<file path="config.mk">
export PLATFORM = sky130hd
export DESIGN_NAME = rr_mux_arbiter_4ch
export DESIGN_NICKNAME = d
export VERILOG_FILES = /design/src/rtl/rr_mux_arbiter_4ch.sv
export SDC_FILE = /design/constraint.sdc
export NUM_CORES = 1
export LEC_CHECK = 0
export CAP_MARGIN = 20
export CORE_MARGIN = 3
export CORE_UTILIZATION = 46
export CTS_CLUSTER_SIZE = 25
export DETAILED_ROUTE_END_ITERATION = 7
export PLACE_DENSITY = 0.85
export SETUP_SLACK_MARGIN = 0.05
export SYNTH_ARGS = -nofsm -noshare
export SYNTH_HDL_FRONTEND = slang
export SYNTH_SLANG_ARGS = --single-unit
</file>
<file path="constraint.sdc">
create_clock -name clk_in -period 3.9 [get_ports clk_in]
set_input_delay 0.975 -clock clk_in [delete_from_list [all_inputs] [get_ports clk_in]]
set_output_delay 0.975 -clock clk_in [all_outputs]
set_load 0.05 [all_outputs]
</file>
<file path="src/rtl/rr_mux_arbiter_4ch.sv">
// Round-robin arbiter for a shared 4:1 data mux: grants one requester at a time,
// caps each grant at MAX_HOLD back-to-back transfers, and registers the selected word.
module rr_mux_arbiter_4ch #(
  parameter int DATA_W   = 8,
  parameter int MAX_HOLD = 4
) (
  input  logic                  clk_in,
  input  logic                  rst_n_in,
  input  logic [3:0]            req_in,
  input  logic [4*DATA_W-1:0]   d_in,
  output logic [3:0]            grant_out,
  output logic [1:0]            sel_out,
  output logic [DATA_W-1:0]     y_out,
  output logic                  valid_out,
  output logic                  busy_out
);

  localparam int HW = (MAX_HOLD > 1) ? $clog2(MAX_HOLD) : 1;
  localparam logic [HW-1:0] HOLD_LAST = HW'(MAX_HOLD - 1);

  typedef enum logic {ST_IDLE, ST_GRANT} state_t;

  state_t              r_state;
  logic [3:0]          r_grant;
  logic [1:0]          r_sel;
  logic [1:0]          r_ptr;
  logic [HW-1:0]       r_hold;
  logic [DATA_W-1:0]   r_y;
  logic                r_valid;
  logic                r_busy;

  logic [2:0]          w_pick_idle;
  logic [2:0]          w_pick_rot;
  logic [3:0]          w_others;
  logic [1:0]          w_after_owner;

  // Returns {found, index} of the first set bit scanning start, start+1, ... mod 4.
  function automatic logic [2:0] pick(input logic [3:0] req, input logic [1:0] start);
    logic [2:0] res;
    logic [1:0] idx;
    res = 3'b000;
    for (int k = 3; k >= 0; k--) begin
      idx = start + 2'(k);
      if (req[idx]) res = {1'b1, idx};
    end
    return res;
  endfunction

  assign w_after_owner = r_sel + 2'd1;
  assign w_others      = req_in & ~r_grant;
  assign w_pick_idle   = pick(req_in, r_ptr);
  assign w_pick_rot    = pick(w_others, w_after_owner);

  always_ff @(posedge clk_in) begin
    if (!rst_n_in) begin
      r_state <= ST_IDLE;
      r_grant <= 4'b0000;
      r_sel   <= 2'd0;
      r_ptr   <= 2'd0;
      r_hold  <= '0;
      r_y     <= '0;
      r_valid <= 1'b0;
      r_busy  <= 1'b0;
    end else begin
      r_valid <= 1'b0;
      case (r_state)
        ST_IDLE: begin
          if (w_pick_idle[2]) begin
            r_state <= ST_GRANT;
            r_grant <= 4'b0001 << w_pick_idle[1:0];
            r_sel   <= w_pick_idle[1:0];
            r_busy  <= 1'b1;
            r_hold  <= '0;
          end
        end
        ST_GRANT: begin
          if (req_in[r_sel]) begin
            r_valid <= 1'b1;
            r_y     <= d_in[r_sel*DATA_W +: DATA_W];
            if (r_hold == HOLD_LAST) begin
              // Burst limit reached: hand over without a bubble if anyone else waits.
              r_hold <= '0;
              if (w_pick_rot[2]) begin
                r_grant <= 4'b0001 << w_pick_rot[1:0];
                r_sel   <= w_pick_rot[1:0];
                r_ptr   <= w_after_owner;
              end
            end else begin
              r_hold <= r_hold + HW'(1);
            end
          end else begin
            r_ptr  <= w_after_owner;
            r_hold <= '0;
            if (w_pick_rot[2]) begin
              r_grant <= 4'b0001 << w_pick_rot[1:0];
              r_sel   <= w_pick_rot[1:0];
            end else begin
              r_state <= ST_IDLE;
              r_grant <= 4'b0000;
              r_busy  <= 1'b0;
            end
          end
        end
        default: r_state <= ST_IDLE;
      endcase
    end
  end

  assign grant_out = r_grant;
  assign sel_out   = r_sel;
  assign y_out     = r_y;
  assign valid_out = r_valid;
  assign busy_out  = r_busy;

endmodule

</file>
==> results of run 1 <==
==> area by class of cell <==
| cell class | instances | area (um2) |
|---|---|---|
| Clock buffer | 4 | 26.3 |
| Sequential cell | 21 | 420 |
| Multi-Input combinational cell | 106 | 856 |
| Fill cell | 201 | 708 |
| Tap cell | 30 | 37.5 |
| Inverter | 3 | 11.3 |
| Timing Repair Buffer | 53 | 531 |
==> report_power, final <==
| part | internal (W) | switching (W) | total (W) |
|---|---|---|---|
| Clock | 0.0000400 | 0.0000660 | 0.000106 |
| Sequential | 0.000239 | 0.0000410 | 0.000280 |
| Combinational | 0.000156 | 0.000171 | 0.000327 |
| Total | 0.000435 | 0.000278 | 0.000713 |
==> how the worst min path moves through the flow <==
stage	to	slack [ns]	cells after the start
after floorplan	r_hold[1]$_SDFFE_PN0P_	0.44	2
after global placement	r_hold[1]$_SDFFE_PN0P_	0.45	2
after detailed placement	r_hold[1]$_SDFFE_PN0P_	0.46	2
after CTS	r_hold[1]$_SDFFE_PN0P_	0.48	2
after global routing	busy_out$_SDFFE_PN0P_	0.52	2
final	r_hold[1]$_SDFFE_PN0P_	0.48	2
==> layout by cell type (no fill, tap or decap), types with 2 or more instances in the layout <==
cell type        instances
nand3_1                  6
mux2i_1                  9
nor2_1                  14
a31oi_1                  2
o41ai_2                  2
nand2_1                  5
nand2b_1                 6
mux4_2                   8
a21oi_1                 11
clkdlybuf4s50_1         53
inv_1                    2
o2111ai_1                2
nor3_1                   2
o21a_1                   2
and2_1                   4
o22a_1                   2
o21ai_1                  8
o31ai_1                  2
clkbuf_4                 3
dfxtp_1                 21
nor2b_1                  4
==> stage by stage <==
| step | hold WS (ns) | power (W) | cell area [um2] |
|---|---|---|---|
| 2_1_floorplan | 0.440 | 0.000499 | 1320 |
| 3_3_place_gp | 0.448 | 0.000603 | 1860 |
| 5_1_grt | 0.517 | 0.000750 | 1880 |
| 3_5_place_dp | 0.464 | 0.000610 | 1860 |
| 6_report | 0.479 | 0.000713 | 1880 |
| 4_1_cts | 0.480 | 0.000713 | 1880 |
==> Yosys cell counts (2+ instances only) <==
library cell  count  area share
a21oi_1          11       0.042
a31oi_1           2      0.0095
and2_1            4       0.019
buf_2             2      0.0076
clkbuf_1          3      0.0086
dfxtp_1          21        0.32
inv_1             2      0.0057
mux2i_1           9       0.068
mux4_2            8        0.14
nand2_1           5       0.014
nand2b_1          6       0.029
nand3_1           6       0.023
nor2_1           14       0.040
nor2b_1           4       0.019
nor3_1            2      0.0076
o2111ai_1         2       0.013
o21a_1            2       0.011
o21ai_1           8       0.030
o22a_1            2       0.013
o31ai_1           2       0.011
o41ai_2           2       0.025
==> cells by family (layout without fill, tap and decap cells) <==
group / count (synthesis) / in the layout / share of synthesized area
adders and majority gates: 1 / 1 / 0.00950
DFF: 21 / 21 / 0.319
muxes: 18 / 18 / 0.225
xor gates and xnor gates: 1 / 1 / 0.00666
buffers and inverters: 9 / 60 / 0.0304
AOI/OAI and AO/OA: 41 / 41 / 0.226
and+or+nand+nor: 45 / 45 / 0.183
==> sequential cells by signal, summed over array words and instances, names as in the netlist <==
signal / flops
y_out: 8
grant_out: 4
r_hold: 2
r_ptr: 2
sel_out: 2
busy_out: 1
r_state: 1
valid_out: 1
==> layer usage <==
layer,wire length [um],GRT usage
met5,0,0
met4,31,0.0538
met3,158,0.0414
met2,1900,0.346
met1,1510,0.281
==> results.tsv, run 1 <==
metric	value	unit
status	finished, final reports clean	
gr-usage-all-layers	0.210	
antenna_cells	0	
grt_first_pass_wirelength	5670	um
area_delta_synth_final	43.0	%
routed_via_density	5.89	
maxCapViolCount	0	
crit_arrival	2.10	ns
cts_tree	done	
max_slew_margin	0.480	
clockRootBuffer	clkbuf_4	
worstSetupPathType	reg -> out	
min_period_over_period	0.788	
dp.final_hpwl	2900	um
cp_top_family	buffers and inverters	
crit_path_end	sel_out[0]	
wl_per_cell	16.6	um
dr_total_vias	1278	
clkTransAtPathRegs	0.11	ns
drt_iter0_drc	74	
gp_congestion	0.854	
cts-resized-gates	0	
grt_pass1_vias	1213	
final_max_slew_viol_count	0	
io_pins	54	
cts_buffers	3	
drive_above_1_share	0.0909	
start_util	0.508	
postLayoutCoreUtil	0.727	
clock_path_buffers	2	
r2r-start	sel_out[0]$_SDFFE_PN0P_	
synthCells	136	
io_buffers	53	
r2r-end	sel_out[1]$_SDFFE_PN0P_	
firstDrtPassIters	5	
power_leakage	0.709	nW
dieWidth	59.5	um
antenna_found_initial	0	
wl	3600	um
yosysSeqAreaShare	0.319	
synth_edf_count	0	
layout_min_cycle_time	3.07	ns
rrSetupSlack	1.32	ns
setup_viol	0	
final-hold-violation-count	0	
hp-class	reg -> reg	
die-area	0.00354	mm2
grt_remaining_overflow	0	
syn_avg_cell_area	9.68	um2
nNetsFinal	227	
crit_start	sel_out[0]$_SDFFE_PN0P_	
fmax	0.325	GHz
cp-start-kind	register	
r2r_cells	5	
synth_warnings	0	
ant_nets	0	
cts.sinks	21	
endpoint_kind	primary output	
place_ws	0.708	ns
syn_nets	175	
peakVddDrop	306	uV
die-height	59.5	um
cpMaxStageDelayCell	clkdlybuf4s50_1	
slowest_delay	0.95	ns
cp_cell_sequence	clkdlybuf4s50_1	
dp.cells	213	
hold_buffers	0	
setup_ws	0.825	ns
rsz0062_at_grt	no	
worstSetupPathDepth	1	
rows	18	
synthFlopType	dfxtp_1	
core	0.00259	mm2
hp-start	r_hold[1]$_SDFFE_PN0P_	
worst-path-buf-inv	1	
synth_cell_types	40	
fin_tns_setup	0	ns
cts_setup_buffers	0	
path_max_fanout	16	
ys_ff_latch	21	
cp.required	2.92	ns
synth_area	0.00132	mm2
clk_latency	0.31	ns
final.setup_skew	0.00463	ns
htree_levels	1	
power.density	379	mW/mm2
async_flop_share	0	
worstMarginPinSlew	0.779	ns
grt_max_degree	18	
drc	0	
final_cells	217	
Power figures use the tool's default switching activity.
==> run 2: changes to the inputs <==
- CORE_UTILIZATION: 46 -> 43
- PLACE_DENSITY: 0.85 -> 0.8
- clock period: 3.9 -> 3.2 ns (I/O delays scaled with it)
==> run 2 against run 1 <==
  * Non-clock buffer count rose by 4
  * Flip-flop and latch count is the same
  * First-iteration DRC count is 58% higher
  * Critical endpoint unchanged
  * Largest power group unchanged
  * Cell area grew 1.7%
  * Wire length up 9.6%
  * Clock power grew 20%
  * Combinational power grew 34%
  * Via count increased by 6.3%
  * Largest cell class unchanged
==> results.tsv, run 2 (synthesis results as in run 1) <==
metric	value	unit	change
power_leakage	0.729	nW	was 0.709 nW
ant_nets	0		unchanged
final_max_slew_viol_count	0		unchanged
place_ws	0.357	ns	was 0.708 ns
min_period_over_period	0.802		
postLayoutCoreUtil	0.676		was 0.727
final.setup_skew	0.00578	ns	was 0.00463 ns
cp-start-kind	register		unchanged
sw_frac_of_total	0.391		was 0.390
max_slew_margin	0.650		was 0.480
fmax	0.390	GHz	
cpMaxStageDelayCell	clkdlybuf4s50_1		unchanged
worstSetupPathType	reg -> out		unchanged
endpoint_kind	primary output		unchanged
cp.required	2.40	ns	was 2.92 ns
grt_remaining_overflow	0		unchanged
die-area	0.00376	mm2	was 0.00354 mm2
routed_via_density	6.12		was 5.89
drt_iter0_drc	117		was 74
rsz0062_at_grt	no		unchanged
largest_register_ffs	8		unchanged
grt_max_degree	17		was 18
htree_levels	1		unchanged
die-height	61.3	um	was 59.5 um
wl	3940	um	was 3600 um
slowest_delay	0.86	ns	was 0.95 ns
setup_ws	0.635	ns	was 0.825 ns
gp_congestion	0.880		was 0.854
total_power	0.000883	W	was 0.000713 W
worst-path-buf-inv	2		was 1
power.density	462	mW/mm2	was 379 mW/mm2
multi_input_comb_area	856	um2	unchanged
maxCapViolCount	0		unchanged
hp-class	reg -> reg		unchanged
wl_per_cell	17.8	um	was 16.6 um
final_cells	222		was 217
peakVddDrop	297	uV	was 306 uV
final_common_cell	clkdlybuf4s50_1		unchanged
cts_setup_buffers	0		unchanged
drc	0		unchanged
grt_first_pass_wirelength	5790	um	was 5670 um
clock_path_buffers	2		unchanged
grt_pass1_vias	1221		was 1,213
cts_buffers	3		unchanged
crit_arrival	1.77	ns	was 2.10 ns
clk_latency	0.30	ns	was 0.31 ns
dr_total_vias	1358		was 1,278
cts_tree	done		unchanged
fin_tns_setup	0	ns	unchanged
cp_cell_sequence	buf_4 > clkdlybuf4s50_1		was clkdlybuf4s50_1
layout_common_cells	53 x clkdlybuf4s50_1, 21 x dfxtp_1, 14 x nor2_1		unchanged
io_buffers	53		unchanged
layout_min_cycle_time	2.57	ns	
area_delta_synth_final	45.3	%	was 43.0%
setup_viol	0		unchanged
firstDrtPassIters	4		was 5
dp.cells	218		was 213
dieWidth	61.3	um	was 59.5 um
p_sw	0.000345	W	was 0.000278 W
gr-usage-all-layers	0.210		about the same
cp_top_family	buffers and inverters		unchanged
core	0.00283	mm2	was 0.00259 mm2
power.share.sequential	0.360		was 0.393
cts.sinks	21		unchanged
rows	19		was 18
dp.final_hpwl	3080	um	was 2900 um
path_max_fanout	16		unchanged
antenna_cells	0		unchanged
clkTransAtPathRegs	0.11	ns	about the same
worstMarginPinSlew	0.523	ns	was 0.779 ns
p_int	0.000538	W	was 0.000435 W
clockRootBuffer	clkbuf_4		unchanged
io_pins	54		unchanged
antenna_found_initial	0		unchanged
final-hold-violation-count	0		unchanged
seq_area	420	um2	unchanged
hold_buffers	0		unchanged
p_clk_frac	0.143		was 0.149
fillers	231		was 201
pwr-share-comb	0.497		was 0.459
drive_above_1_share	0.110		was 0.0909
nNetsFinal	231		was 227
status	finished, final reports clean		unchanged
cts-resized-gates	0		unchanged
start_util	0.465		was 0.508
[run 2: cell count changes in the layout (fill, tap and decap cells not counted), sizes merged]
cell,previous run,this run
buf,0,4
[run 2: layer usage]
layer,share of wire,GRT usage,vias up
li1,-,-,638
met1,0.39,0.264,669
met2,0.55,0.366,45
met3,0.041,0.0440,6
met4,0.013,0.0495,0
met5,0,0,-
[run 2: power groups by stage]
| stage | Combinational (W) | Clock, W | Sequential [W] |
|---|---|---|---|
| 2_1_floorplan | 0.000204 | 0 | 0.000405 |
| 3_3_place_gp | 0.000426 | 0 | 0.000321 |
| 3_5_place_dp | 0.000435 | 0 | 0.000323 |
| 4_1_cts | 0.000437 | 0.000133 | 0.000317 |
| 5_1_grt | 0.000466 | 0.000148 | 0.000322 |
| 6_report | 0.000439 | 0.000127 | 0.000318 |
[run 2: final timing paths]
check | startpoint | endpoint | slack (ns) | cells past startpoint
setup / recovery | sel_out[0]$_SDFFE_PN0P_ | sel_out[0] | 0.63 | 2
hold / removal | busy_out$_SDFFE_PN0P_ | busy_out$_SDFFE_PN0P_ | 0.49 | 2
setup reg to reg | sel_out[0]$_SDFFE_PN0P_ | grant_out[1]$_SDFFE_PN0P_ | 1.15 | 6
hold reg to reg | busy_out$_SDFFE_PN0P_ | busy_out$_SDFFE_PN0P_ | 0.49 | 2
[run 2: worst min-delay path, stage by stage, from the launching register on]
cell and delay [ns]:
dfxtp_1 0.33, o31ai_1 0.06, a21oi_1 0.06
[run 2: final cells by class]
cell class              instances  share of cell area
clock buffers                   4              0.0137
multi-input cells             106               0.447
inverters                       3             0.00589
well taps                      31              0.0203
flip-flops and latches         21               0.220
repair buffers                 57               0.293
[run 2: through the flow]
stage          hold slack (ns)  instance area (um2)
6_report                 0.486                 1910
5_1_grt                  0.519                 1910
4_1_cts                  0.495                 1910
3_5_place_dp             0.479                 1890
3_3_place_gp             0.447                 1890
2_1_floorplan            0.440                 1320
==> run 3: changes to the inputs <==
- clock period: 3.2 -> 2.4 ns (I/O delays scaled with it)
==> run 3 against run 2 <==
  * Sequential share of layout area decreased by 1.3 points
  * First-iteration DRC count fell by 22%
  * Flip-flop and latch count stayed put
  * Critical path depth fell by 1
  * Non-clock buffer count rose by 14
  * Critical path type unchanged
==> results.tsv, run 3 (synthesis results as in run 1) <==
metric	value	unit	change
pwr-share-comb	0.507		was 0.497
p_clk_frac	0.135		was 0.143
postLayoutCoreUtil	0.720		was 0.676
p_sw	0.000461	W	was 0.000345 W
clockRootBuffer	clkbuf_4		unchanged
rows	19		unchanged
drive_above_1_share	0.180		was 0.110
fmax	0.459	GHz	
die-area	0.00376	mm2	unchanged
fin_area	0.00204	mm2	was 0.00191 mm2
power_leakage	0.808	nW	was 0.729 nW
maxCapViolCount	0		unchanged
worstSetupPathType	reg -> out		unchanged
final-hold-violation-count	0		unchanged
dp.final_hpwl	3300	um	was 3080 um
grt_pass1_vias	1265		was 1,221
antenna_cells	0		unchanged
hold_buffers	0		unchanged
wl	3960	um	was 3940 um
max_slew_margin	0.651		was 0.650
cp_cell_sequence	clkdlybuf4s50_1		was buf_4 > clkdlybuf4s50_1
sw_frac_of_total	0.378		was 0.391
setup_viol	0		unchanged
endpoint_kind	primary output		unchanged
final_cells	236		was 222
grt_first_pass_wirelength	6030	um	was 5790 um
total_power	0.00122	W	was 0.000883 W
io_pins	54		unchanged
postPlaceCellArea	0.00201	mm2	was 0.00189 mm2
clk_latency	0.30	ns	about the same
p_int	0.000760	W	was 0.000538 W
die-height	61.3	um	unchanged
r2r_cells	5		was 6
nNetsFinal	245		was 231
area_delta_synth_final	54.8	%	was 45.3%
cp.required	1.80	ns	was 2.40 ns
cpMaxStageDelayCell	clkdlybuf4s50_1		unchanged
gr-usage-all-layers	0.217		was 0.210
path_max_fanout	4		was 16
hp-class	reg -> reg		unchanged
routed_via_density	5.76		was 6.12
final_common_cell	clkdlybuf4s50_1		unchanged
cts_tree	done		unchanged
crit_arrival	1.58	ns	was 1.77 ns
largest_register_ffs	8		unchanged
drc	0		unchanged
final_max_slew_viol_count	0		unchanged
drt_iter0_drc	91		was 117
min_period_over_period	0.907		
slowest_delay	0.84	ns	was 0.86 ns
dieWidth	61.3	um	unchanged
firstDrtPassIters	4		unchanged
clock_path_buffers	2		unchanged
cts_buffers	3		unchanged
cts_setup_buffers	0		unchanged
cp_top_family	buffers and inverters		unchanged
min_path_cells	2		unchanged
cts-resized-gates	0		unchanged
grt_remaining_overflow	0		unchanged
peakVddDrop	500	uV	was 297 uV
final.setup_skew	0.00218	ns	was 0.00578 ns
io_buffers	53		unchanged
status	finished, final reports clean		unchanged
rsz0062_at_grt	no		unchanged
gp_congestion	0.923		was 0.880
worst-path-buf-inv	1		was 2
layout_common_cells	51 x clkdlybuf4s50_1, 21 x dfxtp_1, 18 x buf_4		was 53 x clkdlybuf4s50_1, 21 x dfxtp_1, 14 x nor2_1
core	0.00283	mm2	unchanged
clkTransAtPathRegs	0.11	ns	about the same
power.density	599	mW/mm2	was 462 mW/mm2
worstMarginPinSlew	0.521	ns	was 0.523 ns
start_util	0.465		unchanged
layout_min_cycle_time	2.18	ns	
grt_max_degree	15		was 17
wl_per_cell	16.8	um	was 17.8 um
dr_total_vias	1359		was 1,358
dp.cells	232		was 218
antenna_found_initial	0		unchanged
power.share.sequential	0.358		was 0.360
cts.sinks	21		unchanged
worstSetupPathDepth	1		was 2
ant_nets	0		unchanged
htree_levels	1		unchanged
cp-start-kind	register		unchanged
==> run 3: cell types whose count changed in the layout (fill, tap and decap cells not counted), sizes merged <==
cell	before	now
buf	4	20
clkdlybuf4s50	53	51
==> run 3: worst paths after layout <==
kind | start | slack [ns] | endpoint
setup / recovery | grant_out[1]$_SDFFE_PN0P_ | 0.22 | grant_out[1]
hold / removal | busy_out$_SDFFE_PN0P_ | 0.48 | busy_out$_SDFFE_PN0P_
setup reg to reg | sel_out[0]$_SDFFE_PN0P_ | 0.48 | grant_out[1]$_SDFFE_PN0P_
hold reg to reg | busy_out$_SDFFE_PN0P_ | 0.48 | busy_out$_SDFFE_PN0P_
==> run 3: layout make-up <==
type	instances	area, um2
flip-flops and latches	21	420
inverters	3	11.3
well taps	31	38.8
clock buffers	4	26.3
repair buffers	71	686
fillers	216	791
multi-input cells	106	856
==> run 3: power by group through the flow <==
stage | clock (W) | sequential [W] | combinational (W)
6_report | 0.000165 | 0.000437 | 0.000619
5_1_grt | 0.000186 | 0.000443 | 0.000662
4_1_cts | 0.000172 | 0.000435 | 0.000622
3_5_place_dp | 0 | 0.000443 | 0.000621
3_3_place_gp | 0 | 0.000441 | 0.000608
2_1_floorplan | 0 | 0.000540 | 0.000272
==> run 3: metrics by stage <==
stage	TNS, ns	hold WS (ns)	setup slack (ns)
after floorplan	0	0.440	0.374
after global placement	-0.0487	0.448	-0.0259
after detailed placement	-0.125	0.470	-0.0654
after CTS	0	0.487	0.213
after global routing	0	0.496	0.138
final	0	0.480	0.223
==> run 3: metal layers <==
| metal | vias up | part of all wire | track usage |
|---|---|---|---|
| met5 | - | 0 | 0 |
| met4 | 0 | 0.0058 | 0.0433 |
| met3 | 2 | 0.043 | 0.0482 |
| met2 | 39 | 0.56 | 0.375 |
| met1 | 654 | 0.40 | 0.279 |
| li1 | 664 | - | - |
